### config.mk
export PLATFORM = sky130hd
export DESIGN_NAME = aes_stream_ctrl
export DESIGN_NICKNAME = d
export VERILOG_FILES = /design/src/rtl/aes_stream_ctrl.sv
export SDC_FILE = /design/constraint.sdc
export NUM_CORES = 1
export LEC_CHECK = 0
export ABC_CLOCK_PERIOD_IN_PS = 4300
export CORE_AREA = 2 2 462 464
export CTS_BUF_LIST = sky130_fd_sc_hd__clkbuf_2
export DETAILED_ROUTE_END_ITERATION = 7
export DIE_AREA = 0 0 464 466
export PLACE_DENSITY = 0.32
export SLEW_MARGIN = 10
export SYNTH_ARGS = -nofsm -noshare
export SYNTH_HDL_FRONTEND = slang
export SYNTH_SLANG_ARGS = --single-unit
### constraint.sdc
create_clock -name clk -period 4.3 [get_ports clk]
set_clock_uncertainty 0.2 [all_clocks]
set_input_delay 0.86 -clock clk [delete_from_list [all_inputs] [get_ports clk]]
set_output_delay 0.86 -clock clk [all_outputs]
set_load 0.01 [all_outputs]
### src/rtl/aes_stream_ctrl.sv
// Stream controller around an iterative AES core: key load, block handshake, result hand-off.
// Define AES_STREAM_CBC_EN to build with CBC chaining; the default build is ECB.
module aes_stream_ctrl (
  input  logic         clk,
  input  logic         reset,
  input  logic [255:0] cfg_key,
  input  logic         cfg_keylen,
  input  logic         cfg_enc_dec,
  input  logic [127:0] cfg_iv,
  input  logic         cfg_load,
  output logic         cfg_done,
  output logic         key_valid,
  input  logic         s_valid,
  output logic         s_ready,
  input  logic [127:0] s_data,
  output logic         m_valid,
  input  logic         m_ready,
  output logic [127:0] m_data,
  output logic         core_init,
  output logic         core_next,
  output logic [255:0] core_key,
  output logic         core_keylen,
  output logic         core_enc_dec,
  output logic [127:0] core_block,
  input  logic         core_ready,
  input  logic         core_result_valid,
  input  logic [127:0] core_result
);

  localparam int unsigned KEY_W = 256;
  localparam int unsigned BLK_W = 128;

  typedef enum logic [2:0] {
    ST_IDLE     = 3'd0,
    ST_KEY_INIT = 3'd1,
    ST_KEY_WAIT = 3'd2,
    ST_RDY      = 3'd3,
    ST_START    = 3'd4,
    ST_WAIT     = 3'd5,
    ST_OUT      = 3'd6
  } state_t;

  state_t             state_q, state_d;
  logic               first_q, first_d;
  logic               cfg_done_q, cfg_done_d;
  logic               key_valid_q, key_valid_d;
  logic               m_valid_q, m_valid_d;
  logic [BLK_W-1:0]   m_data_q, m_data_d;
  logic               core_init_q, core_init_d;
  logic               core_next_q, core_next_d;
  logic [KEY_W-1:0]   core_key_q, core_key_d;
  logic               core_keylen_q, core_keylen_d;
  logic               core_enc_dec_q, core_enc_dec_d;
  logic [BLK_W-1:0]   core_block_q, core_block_d;
  logic [BLK_W-1:0]   blk_in;
  logic [BLK_W-1:0]   res_out;

`ifdef AES_STREAM_CBC_EN
  logic [BLK_W-1:0]   chain_q, chain_d;

  // Encrypt whitens the plaintext; decrypt unwhitens the core output.
  assign blk_in  = core_enc_dec_q ? (s_data ^ chain_q) : s_data;
  assign res_out = core_enc_dec_q ? core_result : (core_result ^ chain_q);
`else
  logic unused_iv;

  assign unused_iv = ^cfg_iv;
  assign blk_in    = s_data;
  assign res_out   = core_result;
`endif

  // Reload request always wins over a block offered in the same cycle.
  assign s_ready      = (state_q == ST_RDY) && !cfg_load;
  assign cfg_done     = cfg_done_q;
  assign key_valid    = key_valid_q;
  assign m_valid      = m_valid_q;
  assign m_data       = m_data_q;
  assign core_init    = core_init_q;
  assign core_next    = core_next_q;
  assign core_key     = core_key_q;
  assign core_keylen  = core_keylen_q;
  assign core_enc_dec = core_enc_dec_q;
  assign core_block   = core_block_q;

  // Next-state and next-output logic; strobes default low, held values default to current.
  always_comb begin
    state_d        = state_q;
    first_d        = 1'b0;
    cfg_done_d     = 1'b0;
    core_init_d    = 1'b0;
    core_next_d    = 1'b0;
    key_valid_d    = key_valid_q;
    m_valid_d      = m_valid_q;
    m_data_d       = m_data_q;
    core_key_d     = core_key_q;
    core_keylen_d  = core_keylen_q;
    core_enc_dec_d = core_enc_dec_q;
    core_block_d   = core_block_q;
`ifdef AES_STREAM_CBC_EN
    chain_d        = chain_q;
`endif

    case (state_q)
      ST_IDLE, ST_RDY: begin
        if (cfg_load) begin
          core_key_d     = cfg_key;
          core_keylen_d  = cfg_keylen;
          core_enc_dec_d = cfg_enc_dec;
          key_valid_d    = 1'b0;
          core_init_d    = 1'b1;
          state_d        = ST_KEY_INIT;
`ifdef AES_STREAM_CBC_EN
          chain_d        = cfg_iv;
`endif
        end else if ((state_q == ST_RDY) && s_valid) begin
          core_block_d = blk_in;
          core_next_d  = 1'b1;
          state_d      = ST_START;
        end
      end

      ST_KEY_INIT: begin
        first_d = 1'b1;
        state_d = ST_KEY_WAIT;
      end

      // core_ready may still be stale from before the strobe in the first cycle.
      ST_KEY_WAIT: begin
        if (!first_q && core_ready) begin
          cfg_done_d  = 1'b1;
          key_valid_d = 1'b1;
          state_d     = ST_RDY;
        end
      end

      ST_START: begin
        first_d = 1'b1;
        state_d = ST_WAIT;
      end

      ST_WAIT: begin
        if (!first_q && core_ready && core_result_valid) begin
          m_data_d  = res_out;
          m_valid_d = 1'b1;
          state_d   = ST_OUT;
`ifdef AES_STREAM_CBC_EN
          chain_d   = core_enc_dec_q ? core_result : core_block_q;
`endif
        end
      end

      ST_OUT: begin
        if (m_ready) begin
          m_valid_d = 1'b0;
          state_d   = ST_RDY;
        end
      end

      default: state_d = ST_IDLE;
    endcase
  end

  // State and output registers.
  always_ff @(posedge clk or negedge reset) begin
    if (!reset) begin
      state_q        <= ST_IDLE;
      first_q        <= 1'b0;
      cfg_done_q     <= 1'b0;
      key_valid_q    <= 1'b0;
      m_valid_q      <= 1'b0;
      m_data_q       <= '0;
      core_init_q    <= 1'b0;
      core_next_q    <= 1'b0;
      core_key_q     <= '0;
      core_keylen_q  <= 1'b0;
      core_enc_dec_q <= 1'b0;
      core_block_q   <= '0;
`ifdef AES_STREAM_CBC_EN
      chain_q        <= '0;
`endif
    end else begin
      state_q        <= state_d;
      first_q        <= first_d;
      cfg_done_q     <= cfg_done_d;
      key_valid_q    <= key_valid_d;
      m_valid_q      <= m_valid_d;
      m_data_q       <= m_data_d;
      core_init_q    <= core_init_d;
      core_next_q    <= core_next_d;
      core_key_q     <= core_key_d;
      core_keylen_q  <= core_keylen_d;
      core_enc_dec_q <= core_enc_dec_d;
      core_block_q   <= core_block_d;
`ifdef AES_STREAM_CBC_EN
      chain_q        <= chain_d;
`endif
    end
  end

endmodule

# Yosys cells after proc, flatten, opt, wreduce, memory -nomap -nowiden
# Cells that the tools add are included.
[word_totals] reg_bits=523 latch_bits=0 ram_bits=0 mem_bits_ro=0 out_inout_bits=520 wordCells=61 memories=0
[op_classes] addsub=0 mul=0 div=0 magnitude_cmp=0 eq_ne=11 shifts=0 muxes=20 n_bitwise=1 reduce_logical=17
[ops] cell="$pmux 3 s6" count=1
[ops] cell="$mux 3" count=5
[ops] cell="$mux 1" count=12
[ops] cell="$eq 3x3->1 const B" count=3
[ops] cell="$reduce_and 3->1" count=3
[ops] cell="$ne 2x2->1 const B" count=4
[ops] cell="$eq 3x2->1 const B" count=2
[ops] cell="$logic_and 1x1->1" count=4
[ops] cell="$pmux 1 s2" count=2
[ops] cell="$reduce_and 2->1" count=2
[ops] cell="$reduce_and 4->1" count=1
[ops] cell="$reduce_bool 2->1" count=2
[ops] cell="$reduce_or 2->1" count=2
[ops] cell="$eq 3x1->1 const B" count=1
[ops] cell="$logic_not 3->1" count=1
[ops] cell="$ne 3x3->1 const B" count=1
[ops] cell="$logic_not 1->1" count=2
[ops] cell="$not 1->1" count=1

# Depth between registers and ports, before layout
[depth] ltp_word=5 mapped_depth=8

# Least setup slack after synthesis
# Ideal clock, no wire load.
[synth_path] path_type="input to output" startpoint="input port cfg_load" endpoint="output port s_ready" t_arrival_ns=1.162 setup_slack_ns=2.078 path_stages=2 path_buffers=0 cell_sequence="nor2_1 -> and2_1"
[synth_via] elab_chain_len=2
[synth_lines] item="start: declaration" line_no="10" rtl="input logic cfg_load,"
[synth_lines] item="$logic_not 1->1" line_no="73" rtl="assign s_ready = (state_q == ST_RDY) && !cfg_load;"
[synth_lines] item="$logic_and 1x1->1" line_no="73"
[synth_lines] item="end: declaration" line_no="14" rtl="output logic s_ready,"
# No other way between the ends.

# Worst setup path after layout
[layout_path] startpoint="register core_block_q[51], in the netlist core_block[51]" endpoint="output port core_block[51]"
[layout_rtl] item="start: declaration" line_no="54" rtl="logic [BLK_W-1:0] core_block_q, core_block_d;"
[layout_rtl] item="start signal: assignment" line_no="193" rtl="core_block_q <= core_block_d;"
[layout_rtl] item="end: declaration" line_no="24" rtl="output logic [127:0] core_block,"
# No word-level cell between the ends.

==> results.sh <==
export IMPL_outcome="completed"
export IMPL_maximum_number_of_pins_on_one_net_before_global_route_repair=67
export IMPL_timing_fmax_mhz=258
export IMPL_synth_top_area_share_pct=63.6
export IMPL_fin_util_pct=21.5
export IMPL_grt_first_pass_wirelength_um=170000
export IMPL_floorplan_die_width_um=464
export IMPL_detailedPlacementHpwl_um=96500
export IMPL_grt_remaining_overflow=0
export IMPL_fp_dieH_um=466
export IMPL_irDropWorstVdd_uv=263
export IMPL_slowest_delay_ps=910
export IMPL_gpl_final_weighted_congestion=0.745
export IMPL_syn_to_final_growth_pct=121
export IMPL_crit_path_top_delay_cell="clkdlybuf4s50_1"
export IMPL_power_leakage_nw=18.6
export IMPL_dominant_register_cell_in_the_synthesized_netlist="dfrtp_1"
export IMPL_finalHoldWorstSlack_ps=294
export IMPL_drive_above_1_share_pct=24.0
export IMPL_fillerInstances=22900
export IMPL_worst_r2r_startpoint="state_q[1]$_DFFE_PN0P_"
export IMPL_power_density_mw_per_mm2=587
export IMPL_syn_nets=1788
export IMPL_grt_pass1_vias=20900
export IMPL_critical_path_peak_fanout=2
export IMPL_setup_worst_path_start_class="register"
export IMPL_combined_flip_flop_and_latch_cell_area_mm2=0.0131
export IMPL_count_of_synthesis_stage_warnings_from_yosys=0
export IMPL_multi_input_comb_area_mm2=0.00677
export IMPL_criticalPathCategory="reg -> out"
export IMPL_timing_final_max_slew_violations=0
export IMPL_route_detailed_wl_per_inst_um=19.8
export IMPL_antenna_violating_nets_post_route=0
export IMPL_final_period_minus_worst_setup_slack_ps=3870
export IMPL_top_layer_used="met5"
export IMPL_fp_coreArea_mm2=0.211
export IMPL_routedLengthMet1_um=49400
export IMPL_worst_pin_slew_ps=1020
export IMPL_initial_drt_pass_iterations=4
export IMPL_first_iteration_detailed_routing_drc_count=429
export IMPL_cts_buffers_inserted=176
export IMPL_io_pins=1169
export IMPL_synth_common_cells="523 x dfrtp_1, 319 x mux2_2, 179 x mux2_4"
export IMPL_cts_tree="built"
export IMPL_viasPerCell=2.97
export IMPL_cts_setup_buffers=0
export IMPL_dr_wl_met2_um=53700
export IMPL_syn_inst=1134
export IMPL_final_cells=6254
export IMPL_grt_usage_pct=11.3
export IMPL_max_cap_violations=0
export IMPL_syn_avg_cell_area_um2=18.1
export IMPL_cp_cell_sequence="clkdlybuf4s50_1"
export IMPL_placementRows=169
export IMPL_wire_length_on_met3_um=16900
export IMPL_slew_headroom_pct=32.3
export IMPL_cts_htree_levels=4
export IMPL_nets=3945
export IMPL_postSynth_asyncResetShare_pct=100
export IMPL_clk_path_buf_depth=3
export IMPL_synth_most_common_cell="dfrtp_1"
export IMPL_hold_path_class="reg -> reg"
export IMPL_yosys_cell_types_count=27
export IMPL_netlist_area_mm2=0.0206
export IMPL_synth_edf_count=0
export IMPL_postRouteWirelength_um=124000
export IMPL_yosys_top_cells_area="dfrtp_1 64%, mux2_2 17%, mux2_4 13%"
export IMPL_clock_insertion_delay_worst_skew_ps=1490
export IMPL_ctsRootBufferMaster="clkbuf_2"
export IMPL_crit_path_end_kind="output port"
export IMPL_worstSetupStartpoint="core_block[51]$_DFFE_PN0P_"
export IMPL_setup_viol=0
export IMPL_clk_transition_reported_paths_ps=80
export IMPL_via_count_of_the_routed_design=18600
export IMPL_number_of_antenna_violations_at_the_first_check_in_global_routing=73
export IMPL_arrival_ps=2810
export IMPL_critical_path_top_delay_family="buffers and inverters"
export IMPL_path_buf_inv=1
export IMPL_cts_sinks=523
export IMPL_synth_sequential_area_ratio_pct=63.6
export IMPL_initial_utilization_pct=9.74
export IMPL_crit_required_ps=3240
export IMPL_min_from="core_key[248]$_DFFE_PN0P_"
export IMPL_die_area_mm2=0.216
export IMPL_yosysTopAreaCell="dfrtp_1"
export IMPL_ys_ff_latch=523
export IMPL_numPortBuffers=1040
export IMPL_final_hold_violation_count=0
export IMPL_number_of_remaining_drc_errors=0
export IMPL_period_share_pct=90.1
export IMPL_place_detailed_instances=4978
==> final timing paths <==
path                                        endpoint  slack [ps]  cells past startpoint
hold / removal             core_key[248]$_DFFE_PN0P_         290                      1
max in group asynchronous  core_key[203]$_DFFE_PN0P_        2530                      5
hold reg to reg            core_key[248]$_DFFE_PN0P_         290                      1
setup reg to reg              m_data[88]$_DFFE_PN0P_        1450                      7
setup / recovery                      core_block[51]         430                      1
min in group asynchronous  core_key[105]$_DFFE_PN0P_         520                      4
==> cells in the final DEF (no fill, tap or decap), types with 2 or more instances in the layout <==
master / netlist / layout
clkdlybuf4s50_1: 0 / 1038
dlygate4sd3_1: 0 / 955
dfrtp_1: 523 / 522
mux2_2: 319 / 319
clkbuf_2: 0 / 260
mux2_4: 179 / 179
diode_2: 0 / 27
clkinv_1: 0 / 24
buf_4: 15 / 23
mux2_1: 20 / 20
buf_12: 22 / 17
nand2_1: 6 / 6
ha_1: 5 / 5
and2_1: 4 / 4
nor2_1: 4 / 3
bufinv_16: 0 / 3
inv_1: 2 / 2
nor2b_1: 2 / 2
clkinv_2: 0 / 2
clkinvlp_4: 0 / 2
==> flip-flops by register name, summed over array words and instances, names as in the netlist <==
signal	cells
core_block	128
core_next	1
first_q	1
core_init	1
core_keylen	1
m_data	128
core_key	256
m_valid	1
cfg_done	1
core_enc_dec	1
state_q	3
key_valid	1
==> what timing repair did <==
action | 4_1_cts | 5_1_grt
hold buffers | 956 | 0
gates resized for setup | 4 | 0
endpoints found under the setup margin | 1 | 0
hold endpoints to repair | 1045 | 0
==> stage by stage <==
| step | setup TNS, ps | setup slack, ps | power (mW) | instance area (um2) |
|---|---|---|---|---|
| 3_3_place_gp | 0 | 655 | 21.8 | 34300 |
| 3_5_place_dp | 0 | 678 | 21.8 | 34300 |
| 5_1_grt | -18.1 | -18.1 | 28.6 | 45500 |
| 4_1_cts | 0 | 5.65 | 27.6 | 45400 |
| 6_report | 0 | 425 | 26.7 | 45500 |
| 2_1_floorplan | 0 | 2080 | 13.9 | 20600 |
==> power breakdown <==
group / switching, mW / internal (mW) / leakage (nW)
sequential: 1.49 / 7.32 / 6.34
clock: 2.61 / 1.77 / 1.18
combinational: 5.43 / 8.11 / 11.1
==> worst register-to-register path: stages (launching register included) <==
cell           delay [ps]
dfrtp_1               430
inv_1                  90
ha_1                  170
nand2_1                90
nor2_4                440
buf_12                380
mux2_2                400
dlygate4sd3_1         560
==> cell families (layout without fill, tap and decap cells) <==
kind of cell    count (synthesis)  in the layout  share of synthesized area [%]
other cells                     0             27                              0
buf+inv                        59           2331                           3.55
simple gates                   22             22                          0.681
fa+ha+maj                       5              5                          0.304
mux                           518            518                           31.6
compound gates                  7              7                          0.249
flops                         523            523                           63.6
==> layer usage <==
metal	up-vias	GRT usage, %
met3	244	7.02
met2	939	17.1
met1	8889	12.9
met5	-	0
li1	8458	-
met4	34	3.88
==> area by class of cell <==
type / instances / area share, %
Sequential cell: 523 / 28.8
Clock inverter: 33 / 0.489
Antenna cell: 27 / 0.148
Timing Repair Buffer: 2036 / 45.1
Tap cell: 2821 / 7.76
Inverter: 2 / 0.0165
Clock buffer: 260 / 2.86
Multi-Input combinational cell: 552 / 14.9
(Power assumes the default switching activity.)
